$ cat src/rtl/wb_rr_arbiter_if.sv
// Signal bundle for wb_rr_arbiter: NM pipelined Wishbone master ports plus the shared slave port.
// The slave modport is the arbiter's view; the master modport is the view of whatever drives it.
interface wb_rr_arbiter_if #(
  parameter int NM = 2,
  parameter int AW = 8,
  parameter int DW = 32
);
  logic [NM-1:0]    i_m_cyc;
  logic [NM-1:0]    i_m_stb;
  logic [NM-1:0]    i_m_we;
  logic [NM*AW-1:0] i_m_addr;
  logic [NM*DW-1:0] i_m_data;
  logic [NM-1:0]    o_m_stall;
  logic [NM-1:0]    o_m_ack;
  logic [NM-1:0]    o_m_err;
  logic [DW-1:0]    o_m_data;

  logic             o_wb_cyc;
  logic             o_wb_stb;
  logic             o_wb_we;
  logic [AW-1:0]    o_wb_addr;
  logic [DW-1:0]    o_wb_data;
  logic             i_wb_stall;
  logic             i_wb_ack;
  logic             i_wb_err;
  logic [DW-1:0]    i_wb_data;

  modport slave (
    input  i_m_cyc, i_m_stb, i_m_we, i_m_addr, i_m_data,
    output o_m_stall, o_m_ack, o_m_err, o_m_data,
    output o_wb_cyc, o_wb_stb, o_wb_we, o_wb_addr, o_wb_data,
    input  i_wb_stall, i_wb_ack, i_wb_err, i_wb_data
  );

  modport master (
    output i_m_cyc, i_m_stb, i_m_we, i_m_addr, i_m_data,
    input  o_m_stall, o_m_ack, o_m_err, o_m_data,
    input  o_wb_cyc, o_wb_stb, o_wb_we, o_wb_addr, o_wb_data,
    output i_wb_stall, i_wb_ack, i_wb_err, i_wb_data
  );
endinterface

$ cat src/rtl/wb_rr_arbiter.sv
// Round-robin arbiter sharing one pipelined Wishbone slave between NM masters, with
// outstanding-transaction tracking so responses reach only the owner, and a hung-cycle watchdog.
module wb_rr_arbiter #(
  parameter int NM      = 2,
  parameter int AW      = 8,
  parameter int DW      = 32,
  parameter int LGOUT   = 3,
  parameter int TIMEOUT = 64
) (
  input  logic           i_clk,
  input  logic           i_reset_n,
  wb_rr_arbiter_if.slave bus
);

  localparam int GW = $clog2(NM);
  localparam int TW = $clog2(TIMEOUT);
  localparam logic [TW-1:0] TIMER_LAST = TW'(TIMEOUT - 1);

  typedef enum logic [1:0] {IDLE, OWN, ABORT} state_t;

  state_t           state, state_nxt;
  logic [GW-1:0]    grant, grant_nxt;
  logic [GW-1:0]    last_grant, last_grant_nxt;
  logic [LGOUT-1:0] cnt, cnt_nxt;
  logic [TW-1:0]    timer, timer_nxt;

  logic          own;
  logic          cyc_g;
  logic          full;
  logic          cnt_nz;
  logic          wb_stb;
  logic          accept;
  logic          resp;
  logic          pending;
  logic          wd_fire;
  logic [GW-1:0] rr_pick;
  logic [GW-1:0] rr_idx;
  logic          rr_found;

  always_comb begin
    own     = (state == OWN);
    cyc_g   = bus.i_m_cyc[grant];
    full    = &cnt;
    cnt_nz  = |cnt;
    wb_stb  = own & cyc_g & bus.i_m_stb[grant] & ~full;
    accept  = wb_stb & ~bus.i_wb_stall;
    resp    = bus.i_wb_ack | bus.i_wb_err;
    pending = cnt_nz | wb_stb;
    wd_fire = own & cyc_g & pending & ~resp & ~accept & (timer == TIMER_LAST);
  end

  // Search starts just after the previous winner, so every requester is reached within NM grants.
  always_comb begin
    rr_pick  = last_grant;
    rr_idx   = '0;
    rr_found = 1'b0;
    for (int k = 1; k <= NM; k++) begin
      rr_idx = GW'((int'(last_grant) + k) % NM);
      if (!rr_found && bus.i_m_cyc[rr_idx]) begin
        rr_pick  = rr_idx;
        rr_found = 1'b1;
      end
    end
  end

  always_comb begin
    state_nxt      = state;
    grant_nxt      = grant;
    last_grant_nxt = last_grant;
    cnt_nxt        = cnt;
    timer_nxt      = timer;
    case (state)
      IDLE: begin
        cnt_nxt   = '0;
        timer_nxt = '0;
        if (|bus.i_m_cyc) begin
          grant_nxt      = rr_pick;
          last_grant_nxt = rr_pick;
          state_nxt      = OWN;
        end
      end
      OWN: begin
        if (!cyc_g) begin
          state_nxt = IDLE;
          cnt_nxt   = '0;
          timer_nxt = '0;
        end else if (wd_fire) begin
          state_nxt = ABORT;
          cnt_nxt   = '0;
          timer_nxt = '0;
        end else begin
          if (accept && !(resp && cnt_nz)) begin
            cnt_nxt = cnt + LGOUT'(1);
          end else if (!accept && resp && cnt_nz) begin
            cnt_nxt = cnt - LGOUT'(1);
          end
          if (resp || accept) begin
            timer_nxt = '0;
          end else if (pending) begin
            timer_nxt = timer + TW'(1);
          end
        end
      end
      ABORT: begin
        state_nxt = IDLE;
        cnt_nxt   = '0;
        timer_nxt = '0;
      end
      default: begin
        state_nxt = IDLE;
        cnt_nxt   = '0;
        timer_nxt = '0;
      end
    endcase
  end

  // Only the owner ever sees its stall drop or receives a response.
  always_comb begin
    bus.o_wb_cyc  = own & cyc_g;
    bus.o_wb_stb  = wb_stb;
    bus.o_wb_we   = bus.i_m_we[grant];
    bus.o_wb_addr = bus.i_m_addr[int'(grant)*AW +: AW];
    bus.o_wb_data = bus.i_m_data[int'(grant)*DW +: DW];
    bus.o_m_data  = bus.i_wb_data;
    bus.o_m_stall = '1;
    bus.o_m_ack   = '0;
    bus.o_m_err   = '0;
    if (own) begin
      bus.o_m_stall[grant] = bus.i_wb_stall | full;
      bus.o_m_ack[grant]   = bus.i_wb_ack & cnt_nz;
      bus.o_m_err[grant]   = (bus.i_wb_err & cnt_nz) | wd_fire;
    end
  end

  always_ff @(posedge i_clk) begin
    if (!i_reset_n) begin
      state      <= IDLE;
      grant      <= '0;
      last_grant <= GW'(NM - 1);
      cnt        <= '0;
      timer      <= '0;
    end else begin
      state      <= state_nxt;
      grant      <= grant_nxt;
      last_grant <= last_grant_nxt;
      cnt        <= cnt_nxt;
      timer      <= timer_nxt;
    end
  end

endmodule

$ cat src/flat_wrapper.sv
// flat-port wrapper written by rule: the top's interface ports become plain ports
module wb_rr_arbiter_flat 
#(
  parameter int NM      = 2,
  parameter int AW      = 8,
  parameter int DW      = 32,
  parameter int LGOUT   = 3,
  parameter int TIMEOUT = 64
)
  (i_clk, i_reset_n, bus_i_m_cyc, bus_i_m_stb, bus_i_m_we, bus_i_m_addr, bus_i_m_data, bus_o_m_stall, bus_o_m_ack, bus_o_m_err, bus_o_m_data, bus_o_wb_cyc, bus_o_wb_stb, bus_o_wb_we, bus_o_wb_addr, bus_o_wb_data, bus_i_wb_stall, bus_i_wb_ack, bus_i_wb_err, bus_i_wb_data);
  wb_rr_arbiter_if #(.NM(NM), .AW(AW), .DW(DW)) bus_i ();
  input  logic i_clk;
  input  logic i_reset_n;
  input wire logic [$bits(bus_i.i_m_cyc)-1:0] bus_i_m_cyc;
  input wire logic [$bits(bus_i.i_m_stb)-1:0] bus_i_m_stb;
  input wire logic [$bits(bus_i.i_m_we)-1:0] bus_i_m_we;
  input wire logic [$bits(bus_i.i_m_addr)-1:0] bus_i_m_addr;
  input wire logic [$bits(bus_i.i_m_data)-1:0] bus_i_m_data;
  output wire logic [$bits(bus_i.o_m_stall)-1:0] bus_o_m_stall;
  output wire logic [$bits(bus_i.o_m_ack)-1:0] bus_o_m_ack;
  output wire logic [$bits(bus_i.o_m_err)-1:0] bus_o_m_err;
  output wire logic [$bits(bus_i.o_m_data)-1:0] bus_o_m_data;
  output wire logic [$bits(bus_i.o_wb_cyc)-1:0] bus_o_wb_cyc;
  output wire logic [$bits(bus_i.o_wb_stb)-1:0] bus_o_wb_stb;
  output wire logic [$bits(bus_i.o_wb_we)-1:0] bus_o_wb_we;
  output wire logic [$bits(bus_i.o_wb_addr)-1:0] bus_o_wb_addr;
  output wire logic [$bits(bus_i.o_wb_data)-1:0] bus_o_wb_data;
  input wire logic [$bits(bus_i.i_wb_stall)-1:0] bus_i_wb_stall;
  input wire logic [$bits(bus_i.i_wb_ack)-1:0] bus_i_wb_ack;
  input wire logic [$bits(bus_i.i_wb_err)-1:0] bus_i_wb_err;
  input wire logic [$bits(bus_i.i_wb_data)-1:0] bus_i_wb_data;
  assign bus_i.i_m_cyc = bus_i_m_cyc;
  assign bus_i.i_m_stb = bus_i_m_stb;
  assign bus_i.i_m_we = bus_i_m_we;
  assign bus_i.i_m_addr = bus_i_m_addr;
  assign bus_i.i_m_data = bus_i_m_data;
  assign bus_o_m_stall = bus_i.o_m_stall;
  assign bus_o_m_ack = bus_i.o_m_ack;
  assign bus_o_m_err = bus_i.o_m_err;
  assign bus_o_m_data = bus_i.o_m_data;
  assign bus_o_wb_cyc = bus_i.o_wb_cyc;
  assign bus_o_wb_stb = bus_i.o_wb_stb;
  assign bus_o_wb_we = bus_i.o_wb_we;
  assign bus_o_wb_addr = bus_i.o_wb_addr;
  assign bus_o_wb_data = bus_i.o_wb_data;
  assign bus_i.i_wb_stall = bus_i_wb_stall;
  assign bus_i.i_wb_ack = bus_i_wb_ack;
  assign bus_i.i_wb_err = bus_i_wb_err;
  assign bus_i.i_wb_data = bus_i_wb_data;
  wb_rr_arbiter #(.NM(NM), .AW(AW), .DW(DW), .LGOUT(LGOUT), .TIMEOUT(TIMEOUT)) u_core (.i_clk(i_clk), .i_reset_n(i_reset_n), .bus(bus_i));
endmodule
$ cat config.mk
export PLATFORM = sky130hd
export DESIGN_NAME = wb_rr_arbiter_flat
export DESIGN_NICKNAME = d
export VERILOG_FILES = /design/src/rtl/wb_rr_arbiter_if.sv /design/src/rtl/wb_rr_arbiter.sv /design/src/flat_wrapper.sv
export SDC_FILE = /design/constraint.sdc
export NUM_CORES = 1
export LEC_CHECK = 0
export BUFFER_PORTS_ARGS = -buffer_cell sky130_fd_sc_hd__buf_2
export CAP_MARGIN = 5
export CORE_AREA = 2 2 78 80
export CTS_CLUSTER_DIAMETER = 200
export CTS_CLUSTER_SIZE = 8
export DETAILED_ROUTE_END_ITERATION = 6
export DIE_AREA = 0 0 80 82
export PLACE_DENSITY_LB_ADDON = 0.05
export SETUP_SLACK_MARGIN = 0.02
export SLEW_MARGIN = 20
export SYNTH_ARGS = -nofsm -noshare
export SYNTH_HDL_FRONTEND = slang
export SYNTH_SLANG_ARGS = --single-unit
$ cat constraint.sdc
create_clock -name i_clk -period 2.9 [get_ports i_clk]
set_clock_uncertainty 0.05 [all_clocks]
set_input_delay 0.29 -clock i_clk [delete_from_list [all_inputs] [get_ports i_clk]]
set_output_delay 0.29 -clock i_clk [all_outputs]
set_load 0.03 [all_outputs]
==> results.py <==
metrics = {
    "synth": {
        "synth_top_family_by_area": "multiplexers",
        "yosysUniqueCellTypes": 43,
        "synth_compound_area_share_pct": 11.84,
        "ys.flop_type": "dfxtp_1",
        "avgSynthCellArea_um2": 8.807,
        "synthAdderAreaFrac_pct": 2.052,
        "syn_inst": 180,
        "synth-simple-area-share_pct": 16.34,
        "syn_area_um2": 1585,
        "postSynth.asyncResetShare_pct": 0,
        "synth_xor_area_share_pct": 1.973,
        "syn-num-nets": 305,
        "synth_edf_count": 0,
        "ys_seq_area_share_pct": 16.42,
        "ys_seq_elements": 13,
        "synthMuxAreaShare_pct": 33.39,
        "yosys_warnings": 0,
    },
    "critical_path": {
        "end_kind": "output port",
        "arrival_ps": 1980,
        "worst_path_largest_cell_delay_ps": 530,
        "crit_slowest_cell": "nor4_1",
        "path_max_fanout": 5,
        "path_cells": "nand2b_1 > nor4_1 > nand3_1 > a21boi_0 > buf_2",
        "crit_type": "register to output port",
        "worst_ep_required_time_ps": 2560,
        "start_kind": "register",
    },
    "sta": {
        "worst_slew_pin_slew_ps": 583.3,
        "fmax_mhz": 430.9,
        "tns_ps": 0,
        "grt_setup_unrepaired": "no",
        "finalCriticalPeriod_ps": 2321,
        "finalSetupViolCount": 0,
        "fin_crit_sh_pct": 80.02,
        "holdWs_ps": 235.3,
        "relSlewSlack_pct": 61.00,
        "drv_slew": 0,
        "timing.final.hold_violations": 0,
    },
    "routing": {
        "vias": 1675,
        "wl_mm": 5.973,
        "wl_per_cell_um": 16.50,
        "first_iter_violations": 54,
        "post_drt_via_cell_ratio": 4.627,
        "drc_errors": 0,
        "antenna_left": 0,
        "drtPass1Iterations": 4,
    },
    "floorplan": {
        "io_pins": 204,
        "coreArea_um2": 5746,
        "start_util_pct": 27.59,
        "die_w_um": 80,
        "rows": 28,
        "dieArea_um2": 6560,
        "die_h_um": 82,
    },
    "clocking": {
        "cts_buffer_depth": 2,
        "h-tree-depth": 1,
        "clock_sinks": 13,
        "cts_setup_buffers": 0,
        "clk_latency_ps": 250,
        "cts_resized": 0,
        "cts_buffers": 3,
        "clk_pin_slew_worst_paths_ps": 60,
        "cts-root-buf": "clkbuf_8",
        "cts_hold_buf": 0,
        "cts_tree": "yes",
    },
    "finish": {
        "diodes": 0,
        "layout-drive-gt1-share_pct": 68.29,
        "area_growth_pct": 36.46,
        "mostFrequentLayoutCells": "139 x buf_2, 44 x mux2_2, 14 x nand2_1",
        "mostFrequentLayoutCell": "buf_2",
        "nets": 413,
    },
    "placement": {
        "dp_hpwl_mm": 5.196,
        "port_buffers": 139,
        "gp_congestion": 0.8015,
    },
    "status": {
        "outcome": "completed",
    },
    "pwr": {
        "power_leakage_nw": 1.001,
        "cellPowerDensity_nw_per_um2": 341.2,
        "vdd_drop_max_mv": 0.1523,
    },
    "worst_hold_path": {
        "hold_class": "input port to register",
    },
    "global_routing": {
        "grt_pass1_wl_mm": 8.217,
        "grt_overflow": 0,
        "grt_pass1_vias": 1624,
        "antenna_found_initial": 0,
        "grt_max_degree": 48,
        "grt_util_all_layers_pct": 16.61,
    },
    "run": {
        "maxCapViolCount": 0,
    },
}
-- power breakdown --
part | internal (W) | leakage, nW | total [W] | switching [W]
Combinational | 0.000156 | 0.870 | 0.000383 | 0.000227
Sequential | 0.000184 | 0.106 | 0.000188 | 0.00000493
Clock | 0.0000950 | 0.0255 | 0.000167 | 0.0000719
Total | 0.000434 | 1.00 | 0.000738 | 0.000304
-- final timing paths --
check	from	slack [ps]	cells after the start	endpoint
setup / recovery	u_core.state[1]	580	5	bus_o_m_err[0]
hold / removal	i_reset_n	240	2	u_core.last_grant
setup reg to reg	u_core.cnt[1]	630	6	u_core.cnt[2]
hold reg to reg	u_core.timer[4]	430	2	u_core.timer[4]
-- area by class of cell --
cell class	instances	area, µm²
clock buffer	3	41.29
clock inverter	1	5.005
fill	621	3582
inverter	1	3.754
multi-input combinational	127	1040
sequential	13	261.5
tap	75	93.84
timing repair buffer	142	718.2
-- flip-flops by register name, summed over array words and instances (netlist names) --
register,flops
u_core.timer,6
u_core.cnt,3
u_core.state,2
u_core.grant,1
u_core.last_grant,1
-- cells by family after synthesis --
group | after synthesis
simple gates | 49
mux | 47
buf+inv | 40
compound gates | 27
flops | 13
xor+xnor | 2
fa+ha+maj | 2
-- cell usage after synthesis (3+ instances only) --
cell     count  area (µm²)
mux2_2      44       495.5
buf_4       33       247.7
nand2_1     14       52.55
dfxtp_1     13       260.3
nor2_1       9       33.78
nand3_1      8       40.04
a21oi_1      6       30.03
o21ai_0      5       25.02
or3_1        5       31.28
buf_2        3       15.01
-- stage by stage --
step / area [µm²] / total power, W / util [%] / worst slack, ps / instances
after global placement: 2117 / 0.0005785 / 36.85 / 607.6 / 358
after CTS: 2163 / 0.0007460 / 37.65 / 602.8 / 362
after detailed placement: 2117 / 0.0005778 / 36.85 / 637.0 / 358
final: 2163 / 0.0007381 / 37.65 / 579.5 / 362
after global routing: 2163 / 0.0007788 / 37.65 / 386.1 / 362
after floorplan: 1585 / 0.0005217 / - / 626.6 / 180
-- layer usage --
| layer | GRT usage [%] | vias to the layer above | share of wire (%) |
|---|---|---|---|
| met5 | 0 | - | 0 |
| met4 | 5.593 | 0 | 1.4 |
| met3 | 4.176 | 10 | 8.4 |
| met2 | 33.33 | 86 | 57 |
| met1 | 16.43 | 745 | 33 |
| li1 | - | 834 | - |
-- critical path, delay by kind of cell, from the launching register on --
kind	cells	cell delay [ps]
AO/OA/AOI/OAI	1	200
AND/OR/NAND/NOR	3	990
buffers and inverters	1	220
flip-flops	1	330
Note: power is estimated with default switching activity, not from simulation.
